$ cat src/rtl/fabric_row_sequencer_pkg.sv
// Shared types and default sizing for the per-row fabric instruction sequencer.
package fabric_row_sequencer_pkg;

    localparam int DEF_DATA_WIDTH     = 32;
    localparam int DEF_ADDR_WIDTH     = 6;
    localparam int DEF_HOPS_WIDTH     = 4;
    localparam int DEF_FIFO_DEPTH     = 8;
    localparam int DEF_TIMEOUT_CYCLES = 1024;

    localparam int CNT_WIDTH = $clog2(DEF_FIFO_DEPTH) + 1;
    localparam int TO_WIDTH  = $clog2(DEF_TIMEOUT_CYCLES + 1);

    typedef enum logic [1:0] {
        IDLE,
        ISSUE,
        CALL,
        WAIT_RET
    } seq_state_t;

    typedef struct packed {
        logic [DEF_DATA_WIDTH-1:0] data;
        logic [DEF_ADDR_WIDTH-1:0] addr;
        logic [DEF_HOPS_WIDTH-1:0] hops;
    } instr_entry_t;

endpackage

$ cat src/rtl/fabric_seq_fifo.sv
// Single-clock instruction FIFO, one per fabric row; show-ahead read of the head entry.
module fabric_seq_fifo
    import fabric_row_sequencer_pkg::*;
#(
    parameter int DEPTH = 8,
    localparam int AW   = $clog2(DEPTH),
    localparam int CW   = AW + 1
) (
    input  logic         clk,
    input  logic         rst,
    input  logic         push,
    input  instr_entry_t wr_entry,
    input  logic         pop,
    output instr_entry_t rd_entry,
    output logic         full,
    output logic         empty,
    output logic [CW-1:0] count
);

    instr_entry_t  mem [DEPTH];
    logic [AW-1:0] wr_ptr;
    logic [AW-1:0] rd_ptr;
    logic          do_push;
    logic          do_pop;

    assign full     = (count == CW'(DEPTH));
    assign empty    = (count == '0);
    assign do_push  = push && !full;
    assign do_pop   = pop && !empty;
    assign rd_entry = mem[rd_ptr];

    // Storage is data-only and needs no reset; pointers wrap naturally at DEPTH.
    always_ff @(posedge clk) begin
        if (do_push) begin
            mem[wr_ptr] <= wr_entry;
        end
    end

    always_ff @(posedge clk) begin
        if (rst) begin
            wr_ptr <= '0;
            rd_ptr <= '0;
            count  <= '0;
        end else begin
            if (do_push) begin
                wr_ptr <= wr_ptr + 1'b1;
            end
            if (do_pop) begin
                rd_ptr <= rd_ptr + 1'b1;
            end
            case ({do_push, do_pop})
                2'b10:   count <= count + 1'b1;
                2'b01:   count <= count - 1'b1;
                default: count <= count;
            endcase
        end
    end

endmodule

$ cat src/rtl/fabric_row_sequencer.sv
// Per-row buffered instruction streamer for the fabric west edge: load, issue, call, await ret.
module fabric_row_sequencer
    import fabric_row_sequencer_pkg::*;
#(
    parameter int ROWS             = 2,
    parameter int COLS             = 2,
    parameter int INSTR_DATA_WIDTH = DEF_DATA_WIDTH,
    parameter int INSTR_ADDR_WIDTH = DEF_ADDR_WIDTH,
    parameter int INSTR_HOPS_WIDTH = DEF_HOPS_WIDTH,
    parameter int FIFO_DEPTH       = DEF_FIFO_DEPTH,
    parameter int TIMEOUT_CYCLES   = DEF_TIMEOUT_CYCLES,
    localparam int CW              = $clog2(FIFO_DEPTH) + 1,
    localparam int TW              = (TIMEOUT_CYCLES > 0) ? $clog2(TIMEOUT_CYCLES + 1) : 1
) (
    input  logic                                   clk,
    input  logic                                   rst,
    input  logic [ROWS-1:0]                        ld_valid,
    output logic [ROWS-1:0]                        ld_ready,
    input  logic [ROWS-1:0][INSTR_DATA_WIDTH-1:0]  ld_data,
    input  logic [ROWS-1:0][INSTR_ADDR_WIDTH-1:0]  ld_addr,
    input  logic [ROWS-1:0][INSTR_HOPS_WIDTH-1:0]  ld_hops,
    input  logic [ROWS-1:0]                        start,
    output logic [ROWS-1:0]                        busy,
    output logic [ROWS-1:0]                        done,
    output logic [ROWS-1:0]                        timeout,
    output logic [ROWS-1:0]                        drop_err,
    output logic [ROWS-1:0][CW-1:0]                fifo_count,
    output logic [ROWS-1:0][INSTR_DATA_WIDTH-1:0]  instr_data_out,
    output logic [ROWS-1:0][INSTR_ADDR_WIDTH-1:0]  instr_addr_out,
    output logic [ROWS-1:0][INSTR_HOPS_WIDTH-1:0]  instr_hops_out,
    output logic [ROWS-1:0]                        instr_en_out,
    output logic [ROWS-1:0]                        call,
    input  logic [ROWS-1:0]                        ret
);

    for (genvar r = 0; r < ROWS; r++) begin : g_row
        seq_state_t    state;
        logic [TW-1:0] to_cnt;
        logic          ret_q;
        logic          done_q;
        logic          timeout_q;
        logic          drop_q;
        logic          call_q;
        logic          en_q;
        instr_entry_t  out_q;
        instr_entry_t  wr_entry;
        instr_entry_t  head;
        logic          full;
        logic          empty;
        logic [CW-1:0] count;
        logic          accept;
        logic          hops_ok;
        logic          push;
        logic          pop;
        logic          start_ok;
        logic          ret_rise;
        logic          to_hit;

        assign ld_ready[r] = !full && (state != ISSUE);
        assign accept      = ld_valid[r] && ld_ready[r];
        assign hops_ok     = int'(ld_hops[r]) < COLS;
        assign push        = accept && hops_ok;
        assign wr_entry    = '{data: ld_data[r], addr: ld_addr[r], hops: ld_hops[r]};

        // The last busy cycle coincides with the done/timeout pulse, so start is held off there too.
        assign start_ok = start[r] && (state == IDLE) && !done_q && !timeout_q;
        // The first pop happens on the start edge itself so the stream begins without a bubble.
        assign pop      = !empty && (start_ok || (state == ISSUE));
        assign ret_rise = ret[r] && !ret_q;
        assign to_hit   = (TIMEOUT_CYCLES != 0) && (to_cnt == TW'(TIMEOUT_CYCLES - 1));

        fabric_seq_fifo #(
            .DEPTH (FIFO_DEPTH)
        ) u_fifo (
            .clk      (clk),
            .rst      (rst),
            .push     (push),
            .wr_entry (wr_entry),
            .pop      (pop),
            .rd_entry (head),
            .full     (full),
            .empty    (empty),
            .count    (count)
        );

        always_ff @(posedge clk) begin
            if (rst) begin
                state     <= IDLE;
                to_cnt    <= '0;
                ret_q     <= 1'b0;
                done_q    <= 1'b0;
                timeout_q <= 1'b0;
                drop_q    <= 1'b0;
                call_q    <= 1'b0;
                en_q      <= 1'b0;
                out_q     <= '0;
            end else begin
                ret_q     <= ret[r];
                done_q    <= 1'b0;
                timeout_q <= 1'b0;
                call_q    <= 1'b0;
                drop_q    <= accept && !hops_ok;
                en_q      <= pop;
                if (pop) begin
                    out_q <= head;
                end
                case (state)
                    IDLE: begin
                        if (start_ok) begin
                            if (!empty) begin
                                state <= ISSUE;
                            end else begin
                                state  <= CALL;
                                call_q <= 1'b1;
                            end
                        end
                    end
                    ISSUE: begin
                        if (empty) begin
                            state  <= CALL;
                            call_q <= 1'b1;
                        end
                    end
                    CALL: begin
                        state  <= WAIT_RET;
                        to_cnt <= '0;
                    end
                    WAIT_RET: begin
                        if (ret_rise) begin
                            done_q <= 1'b1;
                            state  <= IDLE;
                            to_cnt <= '0;
                        end else if (to_hit) begin
                            timeout_q <= 1'b1;
                            state     <= IDLE;
                            to_cnt    <= '0;
                        end else begin
                            to_cnt <= to_cnt + 1'b1;
                        end
                    end
                    default: state <= IDLE;
                endcase
            end
        end

        assign busy[r]           = (state != IDLE) || done_q || timeout_q;
        assign done[r]           = done_q;
        assign timeout[r]        = timeout_q;
        assign drop_err[r]       = drop_q;
        assign fifo_count[r]     = count;
        assign instr_data_out[r] = out_q.data;
        assign instr_addr_out[r] = out_q.addr;
        assign instr_hops_out[r] = out_q.hops;
        assign instr_en_out[r]   = en_q;
        assign call[r]           = call_q;
    end

endmodule

$ cat config.mk
export PLATFORM = sky130hd
export DESIGN_NAME = fabric_row_sequencer
export DESIGN_NICKNAME = d
export VERILOG_FILES = /design/src/rtl/fabric_row_sequencer_pkg.sv /design/src/rtl/fabric_seq_fifo.sv /design/src/rtl/fabric_row_sequencer.sv
export SDC_FILE = /design/constraint.sdc
export NUM_CORES = 1
export LEC_CHECK = 0
export CAP_MARGIN = 5
export CORE_MARGIN = 5
export CORE_UTILIZATION = 43
export DETAILED_ROUTE_END_ITERATION = 10
export GPL_ROUTABILITY_DRIVEN = 0
export SYNTH_ARGS = -nofsm -noshare
export SYNTH_HDL_FRONTEND = slang
export SYNTH_SLANG_ARGS = --single-unit
$ cat constraint.sdc
create_clock -name clk -period 5.6 [get_ports clk]
set_input_delay 1.12 -clock clk [delete_from_list [all_inputs] [get_ports clk]]
set_output_delay 1.12 -clock clk [all_outputs]
set_load 0.01 [all_outputs]
==> flow_summary.toml, run 1 <==
[detailed_routing]
drt-wirelength-per-cell_um = 22.9
dr_wl_met3_um = 3450
drc_errors = 0
vias = 15700
top_layer = "met5"
dr.first_iter.drc_count = 1112
antenna_left = 0
dr_wl_met2_um = 33700
met1_length_um = 27400
viasPerCell = 5.43
first_pass_iters = 5
wirelength_um = 66300

[clock_tree]
cts-root-buf = "clkbuf_16"
cts_made_buffers = 86
insertion_delay_ns = 0.62
path_clk_slew_ns = 0.06
cts_resized = 0
clk_path_buf_depth = 3
cts_tree = "done"
numClockSinks = 814
cts_setup_buffers = 0
cts_hold_buffers = 0
h-tree-depth = 3

[sta]
rsz0062_at_grt = "no"
fmax_ghz = 0.269
skew_ns = 0.0189
finalCriticalPeriod_ns = 3.72
slew_headroom_pct = 18.7
fin_setup_tns_ns = 0
whs_ns = 0.472
worst_pin_slew_ns = 1.22
setup_viol = 0
post-route-period-util_pct = 66.4
drv_slew = 0
final-hold-violation-count = 0

[worst_setup_path]
critical_path_required_ns = 6.10
crit_start = "ld_hops[6]"
reg2regPathDepth = 11
crit_type = "input pin to flop"
worstSetupEndpointType = "flop"
r2r-end = "g_row[0].u_fifo.count[3]$_SDFFE_PP0P_"
reg2reg_from = "g_row[0].state[0]$_SDFFE_PP0P_"
worstPathArrival_ns = 4.22
rrSetupSlack_ns = 2.24
critPathMaxFanout = 9
crit_end = "g_row[1].u_fifo.count[3]$_SDFFE_PP0P_"
cp-start-kind = "input pin"

[min_path]
min_path_type = "flop to flop"

[run]
maxCapViolations = 0

[logic_synthesis]
syn_area_um2 = 31400
async_flop_share_pct = 0
synth_top_flop_cell = "edfxtp_1"
synth_warnings = 0
synthCells = 1635
synthesis.nets = 1751
synth_edf_count = 672
synth-seq-area-share_pct = 73.2
avgSynthCellArea_um2 = 19.2
synth-seq-cells = 814
ys_types = 70

[layout]
syn2layout_area_growth_pct = 18.9
multi_input_area_um2 = 7900
layout-drive-gt1-share_pct = 22.8
stdcell_area_um2 = 37400
fillCellCount = 5750
fin_util_pct = 51.4
finalNetCount = 1976
layout.area.seq_um2 = 23000

[grt]
overflow = 0
grt_start_max_net_pins = 92
antenna_found_initial = 11
grt_first_pass_wirelength_um = 102000
grt_usage_pct = 16.9
grt_pass1_vias = 16700

[place]
dp_hpwl_um = 39200
io_buffers = 197
placed_cell_area_um2 = 34600

[die]
rows = 99
die_w_um = 280
dieArea_um2 = 78600
design.core.area_um2 = 72700
pin_count = 198
chipHeight_um = 280
initial_utilization_pct = 43.2

[power_and_ir_drop]
cellPowerDensity_nw_per_um2 = 372
peakVddDrop_mv = 0.240
p_leak_nw = 11.3
p_total_w = 0.0139

[run_status]
status = "completed"
-- how the worst min path moves through the flow --
| stage | start | endpoint | slack [ns] | cells after the start |
|---|---|---|---|---|
| 2_1_floorplan | g_row[1].to_cnt[10]$_SDFFE_PP0P_ | g_row[1].to_cnt[10]$_SDFFE_PP0P_ | 0.45 | 1 |
| 3_3_place_gp | g_row[1].to_cnt[10]$_SDFFE_PP0P_ | g_row[1].to_cnt[10]$_SDFFE_PP0P_ | 0.46 | 1 |
| 3_5_place_dp | g_row[1].to_cnt[10]$_SDFFE_PP0P_ | g_row[1].to_cnt[10]$_SDFFE_PP0P_ | 0.47 | 1 |
| 4_1_cts | g_row[1].to_cnt[10]$_SDFFE_PP0P_ | g_row[1].to_cnt[10]$_SDFFE_PP0P_ | 0.47 | 1 |
| 5_1_grt | g_row[1].to_cnt[10]$_SDFFE_PP0P_ | g_row[1].to_cnt[10]$_SDFFE_PP0P_ | 0.50 | 1 |
| 6_report | g_row[1].to_cnt[10]$_SDFFE_PP0P_ | g_row[1].to_cnt[10]$_SDFFE_PP0P_ | 0.47 | 1 |
-- sequential cells by signal (all words and copies together), names as in the netlist, 4 cells and up --
name,count
instr_data_out,64
g_row.u_fifo.mem,672
g_row.u_fifo.wr_ptr,6
instr_hops_out,8
instr_addr_out,12
g_row.u_fifo.count,8
g_row.to_cnt,22
g_row.u_fifo.rd_ptr,6
g_row.state,4
-- routing by layer --
| layer | GRT usage (%) | vias to the layer above |
|---|---|---|
| met4 | 4.65 | 14 |
| li1 | - | 7058 |
| met5 | 0 | - |
| met2 | 28.9 | 362 |
| met1 | 22.2 | 8193 |
| met3 | 3.41 | 112 |
-- power by group --
| part | internal [W] | switching [W] | total, W |
|---|---|---|---|
| sequential | 0.00671 | 0.000172 | 0.00688 |
| clock | 0.00319 | 0.00231 | 0.00550 |
| combinational | 0.000779 | 0.000755 | 0.00153 |
| total | 0.0107 | 0.00324 | 0.0139 |
-- cell usage in the layout (no fill, tap or decap), types with 17 or more instances in the layout --
cell type          n
buf_4             27
clkbuf_16         87
edfxtp_1         672
ha_1              22
a21oi_1           23
nor2_1           125
clkinv_2          17
mux2i_1           92
clkdlybuf4s50_1  196
a211oi_2          60
clkbuf_1          21
a211oi_1          27
dfxtp_1          136
nand2_1           28
mux4_2           168
-- cell usage after synthesis, types with 5 or more instances --
library cell / count / area (um^2)
a211oi_1: 27 / 203
a211oi_2: 60 / 751
a21oi_1: 23 / 115
a31oi_1: 8 / 50.1
buf_1: 13 / 48.8
buf_2: 24 / 120
buf_4: 23 / 173
buf_6: 9 / 101
clkbuf_1: 28 / 105
dfxtp_1: 142 / 2840
edfxtp_1: 672 / 20200
ha_1: 22 / 275
inv_1: 15 / 56.3
mux2i_1: 92 / 921
mux4_2: 168 / 3780
nand2_1: 28 / 105
nand2b_1: 12 / 75.1
nand3_1: 13 / 65.1
nor2_1: 137 / 514
nor2b_1: 5 / 31.3
nor3_1: 11 / 55.1
o21ai_0: 8 / 40.0
or3_1: 8 / 50.1
or4_1: 5 / 37.5
xor2_1: 6 / 52.6
-- through the flow --
step / instances / setup WS, ns
after global placement: 2731 / 1.33
after global routing: 2893 / 1.73
after CTS: 2893 / 1.91
final: 2896 / 1.88
after floorplan: 1635 / 0.220
after detailed placement: 2731 / 1.26
-- critical path, stage by stage --
cell             delay (ns)
clkdlybuf4s50_1        0.58
nor3_1                 0.27
buf_4                  0.19
nor4bb_1               0.45
inv_1                  0.10
ha_1                   0.24
ha_1                   0.28
a21o_1                 0.18
a21oi_1                0.20
mux2i_1                0.24
mux2_2                 0.35
-- final cells by class --
class / count / area share [%]
antenna: 3 / 0.0201
clock buffer: 114 / 6.26
clock inverter: 48 / 1.15
inverter: 18 / 0.191
multi-input combinational: 705 / 21.1
sequential: 814 / 61.6
tap: 959 / 3.21
timing repair buffer: 235 / 6.41
-- cell families after synthesis --
| family | after synthesis | share of synthesized area [%] |
|---|---|---|
| xor gates and xnor gates | 9 | 0.251 |
| and+or+nand+nor | 261 | 4.13 |
| muxes | 263 | 15.1 |
| AOI/OAI and AO/OA | 148 | 4.31 |
| adders and majority gates | 24 | 1.00 |
| DFF | 814 | 73.2 |
| buffers and inverters | 116 | 2.01 |
Note: power is estimated with default switching activity, not from simulation.
==> run 2, diff against run 1 <==
- clock period: 5.6 -> 3.5 ns (I/O delays scaled with it)
==> run 2 against run 1 <==
Clock skew up 0.0042 ns. Die area unchanged. Sequential share of layout area down 1.4 points. Global-route usage about the same. Largest cell class unchanged. Largest power group unchanged. Highest routed layer unchanged.
==> flow_summary.toml, run 2 (synthesis gave the netlist of run 1 again) <==
[run_status]
status = "completed"

[sta]
slew_headroom_pct = 51.5
final-hold-violation-count = 0
fmax_ghz = 0.334
skew_ns = 0.0231
finalCriticalPeriod_ns = 2.99
worst_pin_slew_ns = 0.724
post-route-period-util_pct = 85.5
worst_slack_ns = 0.507
whs_ns = 0.491
setup_viol = 0
rsz0062_at_grt = "no"
drv_slew = 0

[detailed_routing]
drt-wirelength-per-cell_um = 22.6
vias = 15800
dr.first_iter.drc_count = 989
viasPerCell = 5.35
drc_errors = 0
antenna_left = 0
first_pass_iters = 4
wirelength_um = 66500

[clock_tree]
insertion_delay_ns = 0.63
cts_resized = 0
cts-root-buf = "clkbuf_16"
cts_tree = "done"
numClockSinks = 814
cts_setup_buffers = 0
cts_hold_buffers = 0
clk_path_buf_depth = 3
path_clk_slew_ns = 0.06
h-tree-depth = 3
cts_made_buffers = 86

[power_and_ir_drop]
p_leak_nw = 11.7
cellPowerDensity_nw_per_um2 = 597
peakVddDrop_mv = 0.466
p_total_w = 0.0228

[place]
io_buffers = 197
place_ws_ns = -0.0893
dp_hpwl_um = 41000
place_inst = 2780

[grt]
grt_start_max_net_pins = 56
overflow = 0
grt_usage_pct = 16.9
antenna_found_initial = 6
grt_pass1_vias = 16800
grt_first_pass_wirelength_um = 102000

[min_path]
min_path_type = "flop to flop"

[worst_setup_path]
worstPathArrival_ns = 3.51
worstSetupEndpointType = "flop"
critical_path_required_ns = 4.02
critPathMaxFanout = 9
crit_type = "input pin to flop"
cp-start-kind = "input pin"

[die]
dieArea_um2 = 78600
die_w_um = 280
chipHeight_um = 280
pin_count = 198
design.core.area_um2 = 72700
rows = 99
initial_utilization_pct = 43.2

[layout]
stdcell_count = 2944
finalNetCount = 2025
syn2layout_area_growth_pct = 21.6
top_register = "g_row.u_fifo.mem"
layout_common_cells = "edfxtp_1 (672), clkdlybuf4s50_1 (196), mux4_2 (168)"
final_common_cell = "edfxtp_1"
layout-drive-gt1-share_pct = 25.0
largest_reg_flops = 672

[run]
maxCapViolations = 0
run 2: changes by cell type in the layout (fill, tap and decap cells not counted), sizes merged:
cell,delta
buf,+49
bufinv,+4
clkinv,-8
clkinvlp,+1
diode,+1
inv,+1
run 2: final cells by class:
| class | count | area, um^2 |
|---|---|---|
| Fill cell | 5686 | 34500 |
| Sequential cell | 814 | 23000 |
| Multi-Input combinational cell | 705 | 7920 |
| Timing Repair Buffer | 284 | 3030 |
| Clock buffer | 114 | 2400 |
| Tap cell | 959 | 1200 |
| Clock inverter | 46 | 548 |
| Inverter | 18 | 71.3 |
| Antenna cell | 4 | 10.0 |
run 2: path summary, 6_finish.rpt:
kind / startpoint / endpoint / slack (ns) / cells past startpoint
min: g_row[1].to_cnt[10]$_SDFFE_PP0P_ / g_row[1].to_cnt[10]$_SDFFE_PP0P_ / 0.49 / 1
max: ld_hops[1] / g_row[0].u_fifo.count[3]$_SDFFE_PP0P_ / 0.51 / 11
min reg2reg: g_row[1].to_cnt[10]$_SDFFE_PP0P_ / g_row[1].to_cnt[10]$_SDFFE_PP0P_ / 0.49 / 1
max reg2reg: g_row[0].state[1]$_SDFFE_PP0P_ / g_row[0].u_fifo.count[3]$_SDFFE_PP0P_ / 0.55 / 11
run 2: layer usage:
layer	wire, um	GRT usage [%]
met3	3520	3.71
met2	33700	28.8
met5	21	0
met1	27700	22.1
met4	1550	4.96
run 2: through the flow:
step	util, %	cell area (um^2)	setup TNS, ns
detailed placement	48.5	35300	-0.173
CTS	52.5	38200	0
global route	52.5	38200	0
global placement	48.5	35300	-0.0890
floorplan	-	31500	-147.89
finish	52.6	38200	0
run 2: worst max-delay path, cell delays in order:
cell and delay, ns:
clkdlybuf4s50_1 0.54, nor3_1 0.25, nor4bb_1 0.37, buf_4 0.21, inv_1 0.05, ha_1 0.19
ha_1 0.28, a21o_1 0.18, a21oi_1 0.17, mux2i_1 0.22, mux2_2 0.34
run 2: power breakdown:
group / leakage, nW / total (W) / switching [W] / internal (W)
registers: 7.20 / 0.0110 / 0.000233 / 0.0107
logic: 3.08 / 0.00258 / 0.00128 / 0.00130
clock network: 1.42 / 0.00926 / 0.00374 / 0.00553
==> run 3, diff against run 2 <==
- PLACE_DENSITY: not set -> 0.7
- SKIP_CTS_REPAIR_TIMING: not set -> 1
==> run 3 against run 2 <==
Sequential cell count unchanged. Clock skew increased by 0.0071 ns. Sequential power hardly changed. First-iteration DRC count increased by 24%. Critical path depth unchanged. Sequential share of layout area is 0.29 points higher. Via count grew 0.27%. Cell area down 0.47%. Clock power fell by 2.8%. Critical endpoint unchanged. Largest power group unchanged. Highest routed layer unchanged.
==> flow_summary.toml, run 3 (synthesis gave the netlist of run 1 again) <==
[run_status]
status = "completed"

[detailed_routing]
drt-wirelength-per-cell_um = 22.3
wirelength_um = 65300
antenna_left = 0
viasPerCell = 5.41
vias = 15800
first_pass_iters = 5
dr.first_iter.drc_count = 1228
drc_errors = 0

[grt]
grt_first_pass_wirelength_um = 101000
antenna_found_initial = 6
grt_usage_pct = 16.6
grt_start_max_net_pins = 87
overflow = 0
grt_pass1_vias = 16800

[worst_setup_path]
crit_buf_inv = 3
worstPathArrival_ns = 3.82
rrSetupSlack_ns = 0.16
cp-start-kind = "flop"
crit_type = "flop to flop"
cp_slowest_cell = "nor4bb_1"
crit_path_frequent_cell = "ha_1"
r2r-end = "g_row[0].u_fifo.count[3]$_SDFFE_PP0P_"
reg2regPathDepth = 11
critical_path.top_delay_family = "adder cells"
reg2reg_from = "g_row[0].state[1]$_SDFFE_PP0P_"
crit_start = "g_row[0].state[1]$_SDFFE_PP0P_"
worstSetupEndpointType = "flop"
critical_path_required_ns = 3.98
critPathMaxFanout = 6
crit_chain = "inv_1, ha_1, nor4bb_1, buf_4, inv_1, ha_1, ha_1, a21o_1, a21oi_1, mux2i_1, mux2_2"
cp_slowest_stage_delay_ns = 0.69

[sta]
finalCriticalPeriod_ns = 3.34
drv_slew = 0
worst_slack_ns = 0.161
post-route-period-util_pct = 95.4
worst_pin_slew_ns = 1.14
setup_viol = 0
final-hold-violation-count = 0
skew_ns = 0.0302
rsz0062_at_grt = "no"
fmax_ghz = 0.300
slew_headroom_pct = 24.2

[clock_tree]
cts_made_buffers = 82
h-tree-depth = 3
clk_path_buf_depth = 3
cts_tree = "done"
numClockSinks = 814
cts-root-buf = "clkbuf_16"
path_clk_slew_ns = 0.06
insertion_delay_ns = 0.62

[layout]
stdcell_area_um2 = 38000
largest_reg_flops = 672
layout.area.seq_um2 = 23000
top_register = "g_row.u_fifo.mem"
fillCellCount = 5601
layout_common_cells = "edfxtp_1 (672), clkdlybuf4s50_1 (196), mux4_2 (168)"
finalNetCount = 2011
final_common_cell = "edfxtp_1"
syn2layout_area_growth_pct = 21.0
multi_input_area_um2 = 7920
fin_util_pct = 52.3
layout-drive-gt1-share_pct = 24.1

[die]
chipHeight_um = 280
design.core.area_um2 = 72700
dieArea_um2 = 78600
pin_count = 198
rows = 99
initial_utilization_pct = 43.2
die_w_um = 280

[min_path]
hold-path-cell-count = 1
hp-start = "g_row[1].to_cnt[10]$_SDFFE_PP0P_"
min_path_type = "flop to flop"
holdPathEnd = "g_row[1].to_cnt[10]$_SDFFE_PP0P_"

[place]
placed_cell_area_um2 = 35200
dp_hpwl_um = 39900
io_buffers = 197
place_ws_ns = -0.366

[power_and_ir_drop]
peakVddDrop_mv = 0.385
cellPowerDensity_nw_per_um2 = 592
p_leak_nw = 11.6

[run]
maxCapViolations = 0
run 3: changes by cell type in the layout (fill, tap and decap cells not counted), moves of 3 or more:
cell,before,now
buf_4,55,42
clkbuf_8,12,6
clkbuf_16,87,82
clkinvlp_4,5,0
clkbuf_1,15,19
buf_12,32,35
bufinv_16,9,12
clkinv_4,3,0
run 3: worst max-delay path by stage:
stage / to / slack, ns / depth (start not counted)
floorplan: g_row[1].u_fifo.mem[3][0]$_DFFE_PP_ / -0.34 / 5
global placement: g_row[0].u_fifo.count[3]$_SDFFE_PP0P_ / -0.37 / 12
detailed placement: g_row[0].u_fifo.count[3]$_SDFFE_PP0P_ / -0.37 / 12
CTS: g_row[0].u_fifo.count[3]$_SDFFE_PP0P_ / 0.26 / 11
global route: g_row[0].u_fifo.count[3]$_SDFFE_PP0P_ / 0.07 / 11
finish: g_row[0].u_fifo.count[3]$_SDFFE_PP0P_ / 0.16 / 11
run 3: stage by stage:
| stage | hold slack, ns | total power, W | instances | setup TNS, ns |
|---|---|---|---|---|
| global placement | 0.466 | 0.0137 | 2770 | -0.428 |
| finish | 0.468 | 0.0225 | 2924 | 0 |
| floorplan | 0.451 | 0.0127 | 1635 | -147.89 |
| detailed placement | 0.465 | 0.0138 | 2770 | -0.447 |
| global route | 0.499 | 0.0234 | 2921 | 0 |
| CTS | 0.472 | 0.0228 | 2921 | 0 |
run 3: power breakdown:
part           leakage [nW]  total (W)  switching (W)  internal (W)
registers              7.20     0.0110       0.000226        0.0107
clock network          1.37    0.00900        0.00362       0.00538
logic                  3.04    0.00257        0.00127       0.00130
total                  11.6     0.0225        0.00511        0.0174
run 3: final cells by class:
type	instances	area share, %
clock buffer	107	5.80
tap	959	3.15
timing repair buffer	274	7.86
inverter	18	0.188
antenna	3	0.0197
sequential	814	60.6
clock inverter	44	1.58
multi-input combinational	705	20.8
run 3: metal layers:
metal | up-vias | routed length [um] | track usage, %
met5 | - | 34 | 0
met4 | 6 | 1360 | 4.37
met3 | 105 | 4100 | 4.02
met2 | 403 | 33200 | 28.4
met1 | 8184 | 26600 | 21.6
li1 | 7110 | - | -
